File: src/rtl/topk_pkg.sv
// Shared types and helpers for the top-K tracker with drain readout.
package topk_pkg;

    typedef enum logic {
        FILL  = 1'b0,
        DRAIN = 1'b1
    } state_t;

    // Width needed to hold a count in the range 0..k.
    function automatic int cnt_w(input int k);
        return $clog2(k + 1);
    endfunction

endpackage

File: src/rtl/topk_drain_if.sv
// Sample input, drain request and readout handshake of the top-K tracker.
interface topk_drain_if #(
    parameter int DATA_WIDTH = 32,
    parameter int K          = 4
) ();
    import topk_pkg::*;

    logic                  din_valid;
    logic [DATA_WIDTH-1:0] din;
    logic                  drain;
    logic                  dout_valid;
    logic                  dout_ready;
    logic [DATA_WIDTH-1:0] dout;
    logic                  dout_last;
    logic                  busy;
    logic [cnt_w(K)-1:0]   count;

    modport master (
        output din_valid, din, drain, dout_ready,
        input  dout_valid, dout, dout_last, busy, count
    );

    modport slave (
        input  din_valid, din, drain, dout_ready,
        output dout_valid, dout, dout_last, busy, count
    );

endinterface

File: src/rtl/topk_slot.sv
// One cell of the sorted array: value plus valid bit, loadable from din or either neighbour.
module topk_slot #(
    parameter int DATA_WIDTH = 32
) (
    input  logic                  clk,
    input  logic                  i_clear,
    input  logic [DATA_WIDTH-1:0] i_din,
    input  logic [DATA_WIDTH-1:0] i_up_data,
    input  logic                  i_up_valid,
    input  logic [DATA_WIDTH-1:0] i_dn_data,
    input  logic                  i_dn_valid,
    input  logic                  i_ins,
    input  logic                  i_take_up,
    input  logic                  i_take_dn,
    output logic [DATA_WIDTH-1:0] o_data,
    output logic                  o_valid,
    output logic                  o_gt
);

    logic [DATA_WIDTH-1:0] r_data;
    logic                  r_valid;

    // NOTE: non-blocking assignments so every slot samples its neighbours' pre-edge values.
    always_ff @(posedge clk) begin
        if (i_clear) begin
            r_data  <= '0;
            r_valid <= 1'b0;
        end else if (i_ins) begin
            r_data  <= i_din;
            r_valid <= 1'b1;
        end else if (i_take_up) begin
            r_data  <= i_up_data;
            r_valid <= i_up_valid;
        end else if (i_take_dn) begin
            r_data  <= i_dn_data;
            r_valid <= i_dn_valid;
        end
    end

    // Strict compare: an equal sample lands after the existing equal entry.
    assign o_gt    = !r_valid || (i_din > r_data);
    assign o_data  = r_data;
    assign o_valid = r_valid;

endmodule

File: src/rtl/topk_drain.sv
// Keeps the K largest samples in descending order and drains them largest-first on request.
module topk_drain #(
    parameter int DATA_WIDTH = 32,
    parameter int K          = 4
) (
    input logic         clk,
    input logic         reset,
    topk_drain_if.slave bus
);
    import topk_pkg::*;

    localparam int             CW    = cnt_w(K);
    localparam int             PW    = $clog2(K);
    localparam logic [CW-1:0]  K_CNT = CW'(K);
    localparam logic [CW-1:0]  ONE   = CW'(1);

    state_t                r_state;
    state_t                w_next;
    logic [CW-1:0]         r_count;

    logic [DATA_WIDTH-1:0] w_data [K];
    logic [K-1:0]          w_valid;
    logic [K-1:0]          w_gt;
    logic [K-1:0]          w_ins;
    logic [K-1:0]          w_take_up;
    logic [PW-1:0]         w_p;
    logic                  w_accept;
    logic                  w_ins_en;
    logic                  w_pop;
    logic                  w_last;
    logic                  w_clear;

    // The compare vector is monotonic in a sorted array, so the first set bit is the slot.
    always_comb begin
        w_p = '0;
        for (int i = K - 1; i >= 0; i--) begin
            if (w_gt[i]) w_p = PW'(i);
        end
    end

    assign w_accept = |w_gt;
    assign w_last   = w_pop && (r_count == ONE);
    assign w_clear  = reset || w_last;

    for (genvar gi = 0; gi < K; gi++) begin : g_slot
        logic [DATA_WIDTH-1:0] w_up_data;
        logic                  w_up_valid;
        logic [DATA_WIDTH-1:0] w_dn_data;
        logic                  w_dn_valid;

        if (gi == 0) begin : g_top
            assign w_up_data  = '0;
            assign w_up_valid = 1'b0;
        end else begin : g_mid_up
            assign w_up_data  = w_data[gi-1];
            assign w_up_valid = w_valid[gi-1];
        end

        if (gi == K - 1) begin : g_bottom
            assign w_dn_data  = '0;
            assign w_dn_valid = 1'b0;
        end else begin : g_mid_dn
            assign w_dn_data  = w_data[gi+1];
            assign w_dn_valid = w_valid[gi+1];
        end

        assign w_ins[gi]     = w_ins_en && (w_p == PW'(gi));
        assign w_take_up[gi] = w_ins_en && (w_p <  PW'(gi));

        topk_slot #(.DATA_WIDTH(DATA_WIDTH)) u_slot (
            .clk        (clk),
            .i_clear    (w_clear),
            .i_din      (bus.din),
            .i_up_data  (w_up_data),
            .i_up_valid (w_up_valid),
            .i_dn_data  (w_dn_data),
            .i_dn_valid (w_dn_valid),
            .i_ins      (w_ins[gi]),
            .i_take_up  (w_take_up[gi]),
            .i_take_dn  (w_pop),
            .o_data     (w_data[gi]),
            .o_valid    (w_valid[gi]),
            .o_gt       (w_gt[gi])
        );
    end

    always_ff @(posedge clk) begin
        if (reset) r_state <= FILL;
        else       r_state <= w_next;
    end

    // NOTE: every combinational output gets a default first so no path infers a latch.
    always_comb begin
        w_next = r_state;
        unique case (r_state)
            FILL:  if (bus.drain && r_count != '0) w_next = DRAIN;
            DRAIN: if (w_last)                     w_next = FILL;
        endcase
    end

    always_comb begin
        bus.busy       = 1'b0;
        bus.dout_valid = 1'b0;
        bus.dout       = '0;
        bus.dout_last  = 1'b0;
        w_ins_en       = 1'b0;
        w_pop          = 1'b0;
        unique case (r_state)
            FILL: w_ins_en = bus.din_valid && w_accept;
            DRAIN: begin
                bus.busy       = 1'b1;
                bus.dout_valid = 1'b1;
                bus.dout       = w_data[0];
                bus.dout_last  = (r_count == ONE);
                w_pop          = bus.dout_ready;
            end
        endcase
    end

    always_ff @(posedge clk) begin
        if (reset || w_last)                   r_count <= '0;
        else if (w_pop)                        r_count <= r_count - ONE;
        else if (w_ins_en && r_count != K_CNT) r_count <= r_count + ONE;
    end

    assign bus.count = r_count;

endmodule
File: src/flat_wrapper.sv
// flat-port wrapper written by rule: the top's interface ports become plain ports
module topk_drain_flat import topk_pkg::*;
#(
    parameter int DATA_WIDTH = 32,
    parameter int K          = 4
)
  (clk, reset, bus_din_valid, bus_din, bus_drain, bus_dout_ready, bus_dout_valid, bus_dout, bus_dout_last, bus_busy, bus_count);
  topk_drain_if #(.DATA_WIDTH(DATA_WIDTH), .K(K)) bus_i ();
  input logic clk;
  input logic reset;
  input wire logic [$bits(bus_i.din_valid)-1:0] bus_din_valid;
  input wire logic [$bits(bus_i.din)-1:0] bus_din;
  input wire logic [$bits(bus_i.drain)-1:0] bus_drain;
  input wire logic [$bits(bus_i.dout_ready)-1:0] bus_dout_ready;
  output wire logic [$bits(bus_i.dout_valid)-1:0] bus_dout_valid;
  output wire logic [$bits(bus_i.dout)-1:0] bus_dout;
  output wire logic [$bits(bus_i.dout_last)-1:0] bus_dout_last;
  output wire logic [$bits(bus_i.busy)-1:0] bus_busy;
  output wire logic [$bits(bus_i.count)-1:0] bus_count;
  assign bus_i.din_valid = bus_din_valid;
  assign bus_i.din = bus_din;
  assign bus_i.drain = bus_drain;
  assign bus_i.dout_ready = bus_dout_ready;
  assign bus_dout_valid = bus_i.dout_valid;
  assign bus_dout = bus_i.dout;
  assign bus_dout_last = bus_i.dout_last;
  assign bus_busy = bus_i.busy;
  assign bus_count = bus_i.count;
  topk_drain #(.DATA_WIDTH(DATA_WIDTH), .K(K)) u_core (.clk(clk), .reset(reset), .bus(bus_i));
endmodule
File: config.mk
export PLATFORM = sky130hd
export DESIGN_NAME = topk_drain_flat
export DESIGN_NICKNAME = d
export VERILOG_FILES = /design/src/rtl/topk_pkg.sv /design/src/rtl/topk_drain_if.sv /design/src/rtl/topk_slot.sv /design/src/rtl/topk_drain.sv /design/src/flat_wrapper.sv
export SDC_FILE = /design/constraint.sdc
export NUM_CORES = 1
export LEC_CHECK = 0
export CAP_MARGIN = 10
export CORE_MARGIN = 10
export CORE_UTILIZATION = 40
export DETAILED_ROUTE_END_ITERATION = 10
export MAX_ROUTING_LAYER = met4
export PLACE_DENSITY = 0.6
export SLEW_MARGIN = 20
export SYNTH_ARGS = -nofsm -noshare
export SYNTH_HDL_FRONTEND = slang
export SYNTH_SLANG_ARGS = --single-unit
File: constraint.sdc
create_clock -name clk -period 7.63 [get_ports clk]
set_input_delay 1.9075 -clock clk [delete_from_list [all_inputs] [get_ports clk]]
set_output_delay 1.9075 -clock clk [all_outputs]
set_load 0.02 [all_outputs]
After elaboration in Yosys (flattened, before gate mapping):

Cells that the tools add are included.

* $add $sub $neg: 2
* $lt $le $gt $ge: 8
* equal/unequal tests: 5
* mux-type cells: 38
* bitwise gates (word level): 1
* reductions and logical operators: 29

Operators with widths (count)
* 32-bit 2-to-1 mux: 13
* 32-bit > comparator: 4
* 1-bit 2-to-1 mux: 18
* 3-bit nonzero test: 5
* 1-bit logical AND: 12
* 2-bit 2-to-1 mux: 4
* 3-bit 2-to-1 mux: 2
* 1-bit logical OR: 5
* 2-bit equality test (second input constant): 2
* 1-bit logical NOT: 4
* 2-bit by 1-bit less-than comparator with 1-bit output (second input constant): 2
* 2-bit less-than comparator (second input constant): 2
* 4-bit OR reduction: 1
* 3-bit by 1-bit adder with 3-bit output (second input constant): 1
* 3-bit by 1-bit equality test with 1-bit output (second input constant): 1
* 3-bit != test (second input constant): 1
* 3-bit by 1-bit subtractor with 3-bit output (second input constant): 1
* 2-bit by 1-bit equality test with 1-bit output (second input constant): 1
* 2-bit logical NOT: 1
* 1-bit one-hot mux with 2 select lines: 1
* 2-bit nonzero test: 1
* 1-bit NOT: 1

* bits in registers: 136
* output and inout bits: 38
* word-level logic and storage cells: 93

Depth between registers and ports, before layout:

Gate-level depths: netlist (run 1).

* depth after elaboration: 10
* mapped depth: 14
* gate-level depth less buffers: 11

Modules after synthesis:

A second synthesis (run 1) with hierarchy kept.

* cells, all modules: 1525
* area total of the unflattened synthesis: 11033.1 µm²

Modules (own cells, without submodules)
* topk_slot: times used 4, cells each 361, area each 2613.8 µm²
* topk_drain: times used 1, cells each 81, area each 578.1 µm²

Worst setup path before layout (run 1):

OpenSTA, ideal clock, no wires.

* path type: input port to flip-flop
* start: in bus_din[30]
* end: reg u_core.g_slot[3].u_slot.r_data[25]
* arrival: 4.215 ns
* required time: 7.510 ns
* path slack: 3.295 ns
* cell stages on the path: 12
* path buffers: 2
* cell sequence: ha_1 a21oi_1 nand2_1 a221oi_1 a21oi_1 nor4b_2 nand3_2 or3b_1 buf_6 buf_12 o221ai_2 a21oi_2

* cells in the longest elaborated chain, start to end: 10
* elaborated cells between the ends (all ways): 22
* those cells by class: 5 x order compare; 1 x eq/ne; 7 x mux; 9 x reduce/logical

RTL lines
* start: declaration: line flat_wrapper.sv:12 `input wire logic [$bits(bus_i.din)-1:0] bus_din;`
* 32-bit > comparator: line topk_slot.sv:41 `assign o_gt = !r_valid || (i_din > r_data);`
* 1-bit logical OR: line topk_slot.sv:41
* 2-bit 2-to-1 mux (4 in series): line topk_drain.sv:37 `if (w_gt[i]) w_p = PW'(i);`
* 2-bit less-than comparator: line topk_drain.sv:68 `assign w_take_up[gi] = w_ins_en && (w_p < PW'(gi));`
* 1-bit logical AND: line topk_drain.sv:68
* 32-bit 2-to-1 mux: line topk_slot.sv:31 `end else if (i_take_up) begin`
* 32-bit 2-to-1 mux: line topk_slot.sv:28 `end else if (i_ins) begin`
* end signal: assignment: line topk_slot.sv:29 `r_data <= i_din;`
* end signal: assignment: line topk_slot.sv:32 `r_data <= i_up_data;`
* end signal: assignment: line topk_slot.sv:35 `r_data <= i_dn_data;`
* end: declaration: line topk_slot.sv:20 `logic [DATA_WIDTH-1:0] r_data;`

Parallel ways exist; a longest one is shown, timed or not.
A chain may end at the register's enable or synchronous reset.

Final worst setup path (run 1):

* start: in bus_din[30]
* end: reg u_core.g_slot[2].u_slot.r_data[16]

* cells in the longest elaborated chain, start to end: 10
* elaborated cells between the ends (all ways): 22
* those cells by class: 5 x order compare; 1 x eq/ne; 7 x mux; 9 x reduce/logical

RTL lines (line)
* 32-bit > comparator: topk_slot.sv:41
* 1-bit logical OR: topk_slot.sv:41
* 2-bit 2-to-1 mux (4 in series): topk_drain.sv:37
* 2-bit less-than comparator: topk_drain.sv:68
* 1-bit logical AND: topk_drain.sv:68
* 32-bit 2-to-1 mux: topk_slot.sv:31
* 32-bit 2-to-1 mux: topk_slot.sv:28
* end signal: assignment: topk_slot.sv:29
* end signal: assignment: topk_slot.sv:32
* end signal: assignment: topk_slot.sv:35
* end: declaration: topk_slot.sv:20

Parallel ways exist; a longest one is shown, timed or not.

==> results.md, run 1 <==
- Multi-input gate area: 0.00628 mm²
- Area grow syn2layout: 15.6%
- Avg Cell Area, Syn: 8.51 µm²
- Port bufs: 74
- Setup TNS: 0 ns
- Post-CTS setup buffers: 0
- Htree depth: 4
- Combinational fraction of design power: 0.317
- YS warnings: 0
- Post-Synthesis Cells: 1156
- DP Wirelength: 20.6 mm
- Final period util: 0.801
- TritonCTS clock tree: yes
- Vias/cell: 5.92
- HP Class: reg -> reg
- CTS sink count: 136
- Vias in the first global route: 8736
- Fillers: 2401
- Internal Pwr Total: 1.66 mW
- Worst hold endpoint: u_core.g_slot[3].u_slot.o_data[5]$_SDFFE_PP0P_
- Slew headroom: 0.314
- PwrDens: 230 mW/mm²
- Row count: 57
- Flop pwr share: 0.352
- CP Max Fanout: 65
- Ant diodes: 0
- Worst Hold Depth: 2
- Register area share after synthesis: 0.277
- Netlist cell types: 48
- Die Area: 0.0313 mm²
- Clock-pin slew on the worst setup and hold paths: 0.06 ns
- Share of layout cells above drive strength 1: 0.131
- Io pins: 75
- Clk_skew: 0.0103 ns
- Max cap viols: 0
- Post-cts sizing count: 0
- Sw frac: 0.365
- Synth Register Bits: 136
- Routed Antenna Nets: 0
- WL/cell: 20.8 µm
- VDD IR-drop max: 0.133 mV
- Final Total Pwr: 2.61 mW
- Async SR Flop Fraction: 0
- Synthesized area: 0.00984 mm²
- Largest net degree at the start of global routing: 75
- Post-Syn Nets: 1325
- Chip Height: 177 µm
- GR Util All Layers: 0.207
- Worst-case reg-to-reg path depth: 11
- Die W: 177 µm
- Initial Util: 0.406
- Final nets: 1361
- Hold_ws: 0.480 ns
- RSZ-0062 raised after global routing: false
- Gpl congestion: 0.843
- Post-Route WL: 31.7 mm
- # hold bufs at CTS: 0
- CTS Buffer Depth: 2
- Initial antenna violation count: 0
- Clk network pwr share: 0.332
- Inserted Clock Buffers: 17
- Congestion Overflow GR: 0
- Slew Limit Fails: 0
- Arrival time worst endpoint: 6.41 ns
- # DRC: 0
- Final Hold Fails: 0
- Pin slew with the least headroom to its limit: 1.03 ns
- Core area: 0.0242 mm²
- Critical path required time: 7.93 ns
- Vias: 9036
- Achievable clock frequency: 164 MHz
- Terminus of the critical flop-to-flop path: u_core.g_slot[2].u_slot.o_data[16]$_SDFFE_PP0P_
- Startpoint Class: input pin
- Clk Latency, worst-skew pair: 0.43 ns
- Leak: 4.18 nW
- Top_reg_cell synth: dfxtp_1
- Sw power: 0.955 mW
- Final min period: 6.11 ns
- Status: finished clean
- First-pass GRT wire length: 50.3 mm
- Root Buffer: clkbuf_16
- Internal reg-to-reg setup slack: 3.28 ns
- Flip-flop and latch area: 0.00272 mm²
- Reg2reg start: u_core.g_slot[1].u_slot.o_data[30]$_SDFFE_PP0P_
- Worst Hold Launch: u_core.g_slot[3].u_slot.o_data[5]$_SDFFE_PP0P_
- Final setup fails: 0
- Number of flops mapped to enable cells by yosys: 0
- Crit path kind: in -> reg
- Crit. End Element: flop
- DR iter-0 viols: 844
- Drt first pass iters: 5
-- per-stage QoR --
stage                     instance area (µm²)  cells  utilization  setup WS [ns]
after floorplan                          9840   1156            -           3.30
after global placement                  10800   1497        0.444           1.40
after detailed placement                10800   1497        0.444           1.32
after CTS                               11400   1527        0.469           1.74
after global routing                    11400   1527        0.469           1.43
final                                   11400   1527        0.469           1.52
-- layout by cell type, fill, tap and decap left out, drive strengths merged, types with 4 or more instances in the layout --
cell	Yosys	layout
a221oi	7	7
ha	132	132
nand2b	9	9
dfxtp	136	136
clkdlybuf4s50	0	74
o21ai	87	87
a21oi	158	158
o221ai	32	32
clkinv	0	6
clkbuf	51	18
inv	131	131
nand3	16	16
and2	36	36
and4	5	5
o221a	65	65
nor2b	9	9
a21o	13	13
nor4	4	4
nand4	24	24
o211ai	7	7
nand2	106	106
nor2	16	16
a22oi	32	32
buf	24	18
a22o	32	32
-- state kept, by name, summed over array words and instances, names as in the netlist --
| signal | flops |
|---|---|
| u_core.g_slot.u_slot.o_data | 128 |
| u_core.g_slot.u_slot.o_valid | 4 |
| u_core.bus.count | 3 |
| u_core.r_state | 1 |
-- per-layer routing --
metal / track usage / up-vias / routed length (µm)
met4: 0.0525 / 0 / 527
met3: 0.0337 / 41 / 1770
met5: - / - / 0
li1: - / 4349 / -
met1: 0.271 / 4382 / 15000
met2: 0.325 / 264 / 14400
-- final cells by class --
cell class / instances / share of cell area
clock inverter: 12 / 0.0135
clock buffer: 18 / 0.0386
inverter: 131 / 0.0432
tap: 324 / 0.0357
timing repair buffer: 92 / 0.0770
multi-input combinational: 814 / 0.552
sequential: 136 / 0.239
-- cell families (layout without fill, tap and decap cells) --
kind of cell / after synthesis / in the layout / synth area share
flip-flops: 136 / 136 / 0.277
multiplexers: 2 / 2 / 0.00216
AND/OR/NAND/NOR: 238 / 238 / 0.122
AO/OA/AOI/OAI: 442 / 442 / 0.341
buffers and inverters: 206 / 253 / 0.0900
adder cells (fa/ha/maj): 132 / 132 / 0.168
-- synth_stat cells, types with 30 or more instances --
library cell  number  area share
o221ai_2          30       0.046
o221a_1           33       0.038
a22oi_1           32       0.024
clkbuf_1          51       0.019
and2_1            35       0.022
inv_1            131       0.050
nand2_1          106       0.040
dfxtp_1          136        0.28
a21oi_1          128       0.065
ha_1             132        0.17
a21oi_2           30       0.027
a22o_1            32       0.028
o21ai_0           82       0.042
o221a_2           32       0.037
-- power by group through the flow --
stage / Clock (mW) / Combinational [mW] / Sequential, mW
6_report: 0.867 / 0.828 / 0.919
5_1_grt: 0.901 / 0.929 / 0.930
4_1_cts: 0.875 / 0.826 / 0.915
3_5_place_dp: 0 / 0.822 / 0.929
3_3_place_gp: 0 / 0.807 / 0.931
2_1_floorplan: 0 / 0.575 / 0.898
-- worst max-delay path, stage by stage --
cell             delay, ns
clkdlybuf4s50_1       0.63
ha_1                  0.44
nand4_1               0.17
nor4_1                0.53
and2_1                0.20
a32oi_1               0.07
a21o_1                0.22
o21ai_4               0.15
buf_4                 0.61
nand3_2               0.91
o221a_1               0.56
-- how the worst max path moves through the flow --
stage	start	endpoint	slack [ns]
after floorplan	bus_din[30]	u_core.g_slot[3].u_slot.o_data[25]$_SDFFE_PP0P_	3.30
after global placement	bus_din[27]	u_core.g_slot[2].u_slot.o_data[14]$_SDFFE_PP0P_	1.40
after detailed placement	bus_din[27]	u_core.g_slot[2].u_slot.o_data[16]$_SDFFE_PP0P_	1.32
after CTS	bus_din[30]	u_core.g_slot[2].u_slot.o_data[16]$_SDFFE_PP0P_	1.74
after global routing	bus_din[30]	u_core.g_slot[2].u_slot.o_data[16]$_SDFFE_PP0P_	1.43
final	bus_din[30]	u_core.g_slot[2].u_slot.o_data[16]$_SDFFE_PP0P_	1.52
(Power assumes the default switching activity.)
==> run 2, diff against run 1 <==
==> constraint.sdc (replaced) <==
create_clock -name clk -period 6 [get_ports clk]
set_input_delay 1.5 -clock clk [delete_from_list [all_inputs] [get_ports clk]]
set_output_delay 1.5 -clock clk [all_outputs]
set_load 0.02 [all_outputs]
==> run 2 against run 1 <==
- clock skew fell by 0.0028 ns
- non-clock buffer count is 8 higher
- utilization up 0.43 points
==> results.md, run 2 (synthesis gave the netlist of run 1 again) <==
- Status: finished clean
- CTS sink count: 136
- Slew headroom: 0.463
- Port bufs: 74
- WL/cell: 19.8 µm
- Clk_skew: 0.00752 ns
- Vias: 8874
- Inserted Clock Buffers: 17
- Vias/cell: 5.77
- Die Area: 0.0313 mm²
- Initial antenna violation count: 0
- Post-route cell area: 0.0115 mm²
- Final period util: 0.817
- Clk Latency, worst-skew pair: 0.43 ns
- HP Class: reg -> reg
- TritonCTS clock tree: yes
- Final nets: 1369
- Drt first pass iters: 6
- CP Max Fanout: 65
- Worst hold endpoint: u_core.g_slot[3].u_slot.o_data[15]$_SDFFE_PP0P_
- DR iter-0 viols: 533
- Achievable clock frequency: 204 MHz
- Leak: 4.24 nW
- Largest net degree at the start of global routing: 67
- Crit. End Element: flop
- Final Total Pwr: 3.35 mW
- Most used cell, CP: buf_4
- Most Crowded Layer GR: met2
- CP Cell Sequence: clkdlybuf4s50_1, ha_1, nand4_1, nor4_1, and2_1, a32oi_1, a21o_1, o21ai_4, buf_4, nand2_1, buf_4, o21ai_0, a21oi_1
- Final setup fails: 0
- Setup TNS: 0 ns
- Row count: 57
- DP Wirelength: 21.2 mm
- Reg2reg start: u_core.g_slot[2].u_slot.o_data[14]$_SDFFE_PP0P_
- Fillers: 2388
- Commonest non-fill, non-tap cell in the layout: dfxtp_1
- Congestion Overflow GR: 0
- RSZ-0062 raised after global routing: false
- Critical path required time: 6.31 ns
- Ant diodes: 0
- M3 GR Usage: 0.0369
- Post-CTS setup buffers: 0
- Io pins: 75
- Post-cts sizing count: 0
- Vias in the first global route: 8676
- Arrival time worst endpoint: 5.21 ns
- Die W: 177 µm
- Max cap viols: 0
- Core area: 0.0242 mm²
- GR Layer Usage met2: 0.310
- Htree depth: 4
- Worst Hold Depth: 2
- Crit path kind: in -> reg
- Clock-pin slew on the worst setup and hold paths: 0.06 ns
- Gpl congestion: 0.929
- Startpoint Class: input pin
- VDD IR-drop max: 0.164 mV
- PwrDens: 292 mW/mm²
- Max FFs per register: 128
- Largest stage delay, worst path: 0.62 ns
- Share of layout cells above drive strength 1: 0.136
- CP max-delay cell: clkdlybuf4s50_1
- Internal reg-to-reg setup slack: 2.44 ns
- Worst-case reg-to-reg path depth: 12
- Root Buffer: clkbuf_16
- Routed Antenna Nets: 0
- First-pass GRT wire length: 48.9 mm
- Layout Utilization: 0.473
- Final min period: 4.90 ns
- Pin slew with the least headroom to its limit: 0.804 ns
- Initial Util: 0.406
- Placement Cell Area: 0.0109 mm²
- # hold bufs at CTS: 0
- CTS Buffer Depth: 2
- Final Hold Fails: 0
- GR Util All Layers: 0.200
- Area grow syn2layout: 16.6%
- # DRC: 0
- Chip Height: 177 µm
- Post-Route WL: 30.5 mm
- Met1 Resource Use GR: 0.265
- Slew Limit Fails: 0
- Worst Hold Launch: u_core.g_slot[3].u_slot.o_data[15]$_SDFFE_PP0P_
- Most frequent cells in the layout: 136 x dfxtp_1, 132 x ha_1, 131 x inv_1
- Hold_ws: 0.484 ns
- Terminus of the critical flop-to-flop path: u_core.g_slot[3].u_slot.o_data[24]$_SDFFE_PP0P_
-- run 2: how the worst max path moves through the flow --
stage	start	end	cells after the start
after global placement	bus_din[10]	u_core.g_slot[3].u_slot.o_data[24]$_SDFFE_PP0P_	11
final	bus_din[31]	u_core.g_slot[1].u_slot.o_data[11]$_SDFFE_PP0P_	13
after global routing	bus_din[31]	u_core.g_slot[1].u_slot.o_data[31]$_SDFFE_PP0P_	13
after CTS	bus_din[31]	u_core.g_slot[1].u_slot.o_data[31]$_SDFFE_PP0P_	13
after floorplan	bus_din[30]	u_core.g_slot[3].u_slot.o_data[25]$_SDFFE_PP0P_	12
after detailed placement	bus_din[14]	u_core.g_slot[3].u_slot.o_data[24]$_SDFFE_PP0P_	12
-- run 2: final cells by class --
cell class	instances	area (µm²)	share of cell area
multi-input combinational	814	6280	0.547
inverter	131	492	0.0429
sequential	136	2720	0.237
timing repair buffer	100	961	0.0837
tap	324	405	0.0353
clock inverter	13	179	0.0156
clock buffer	19	433	0.0377
-- run 2: worst max-delay path: cells and delay by family --
| family | cells | cell delay [ns] |
|---|---|---|
| AOI/OAI and AO/OA | 5 | 0.71 |
| adders and majority gates | 1 | 0.46 |
| buffers and inverters | 3 | 1.42 |
| and+or+nand+nor | 4 | 1.11 |
-- run 2: stage by stage --
stage / setup slack, ns / instances
2_1_floorplan: 2.07 / 1156
3_3_place_gp: 0.757 / 1505
3_5_place_dp: 0.746 / 1505
4_1_cts: 1.16 / 1537
5_1_grt: 0.870 / 1537
6_report: 1.10 / 1537
-- run 2: power by group --
part | switching, mW | leakage [nW] | internal [mW]
combinational | 0.628 | 2.82 | 0.431
sequential | 0.137 | 1.12 | 1.03
clock | 0.422 | 0.300 | 0.693
total | 1.19 | 4.24 | 2.16
-- run 2: routing by layer --
metal | share of wire | routed length, µm
met1 | 0.48 | 14700
met2 | 0.45 | 13600
met3 | 0.055 | 1680
met5 | 0 | 0
met4 | 0.016 | 485
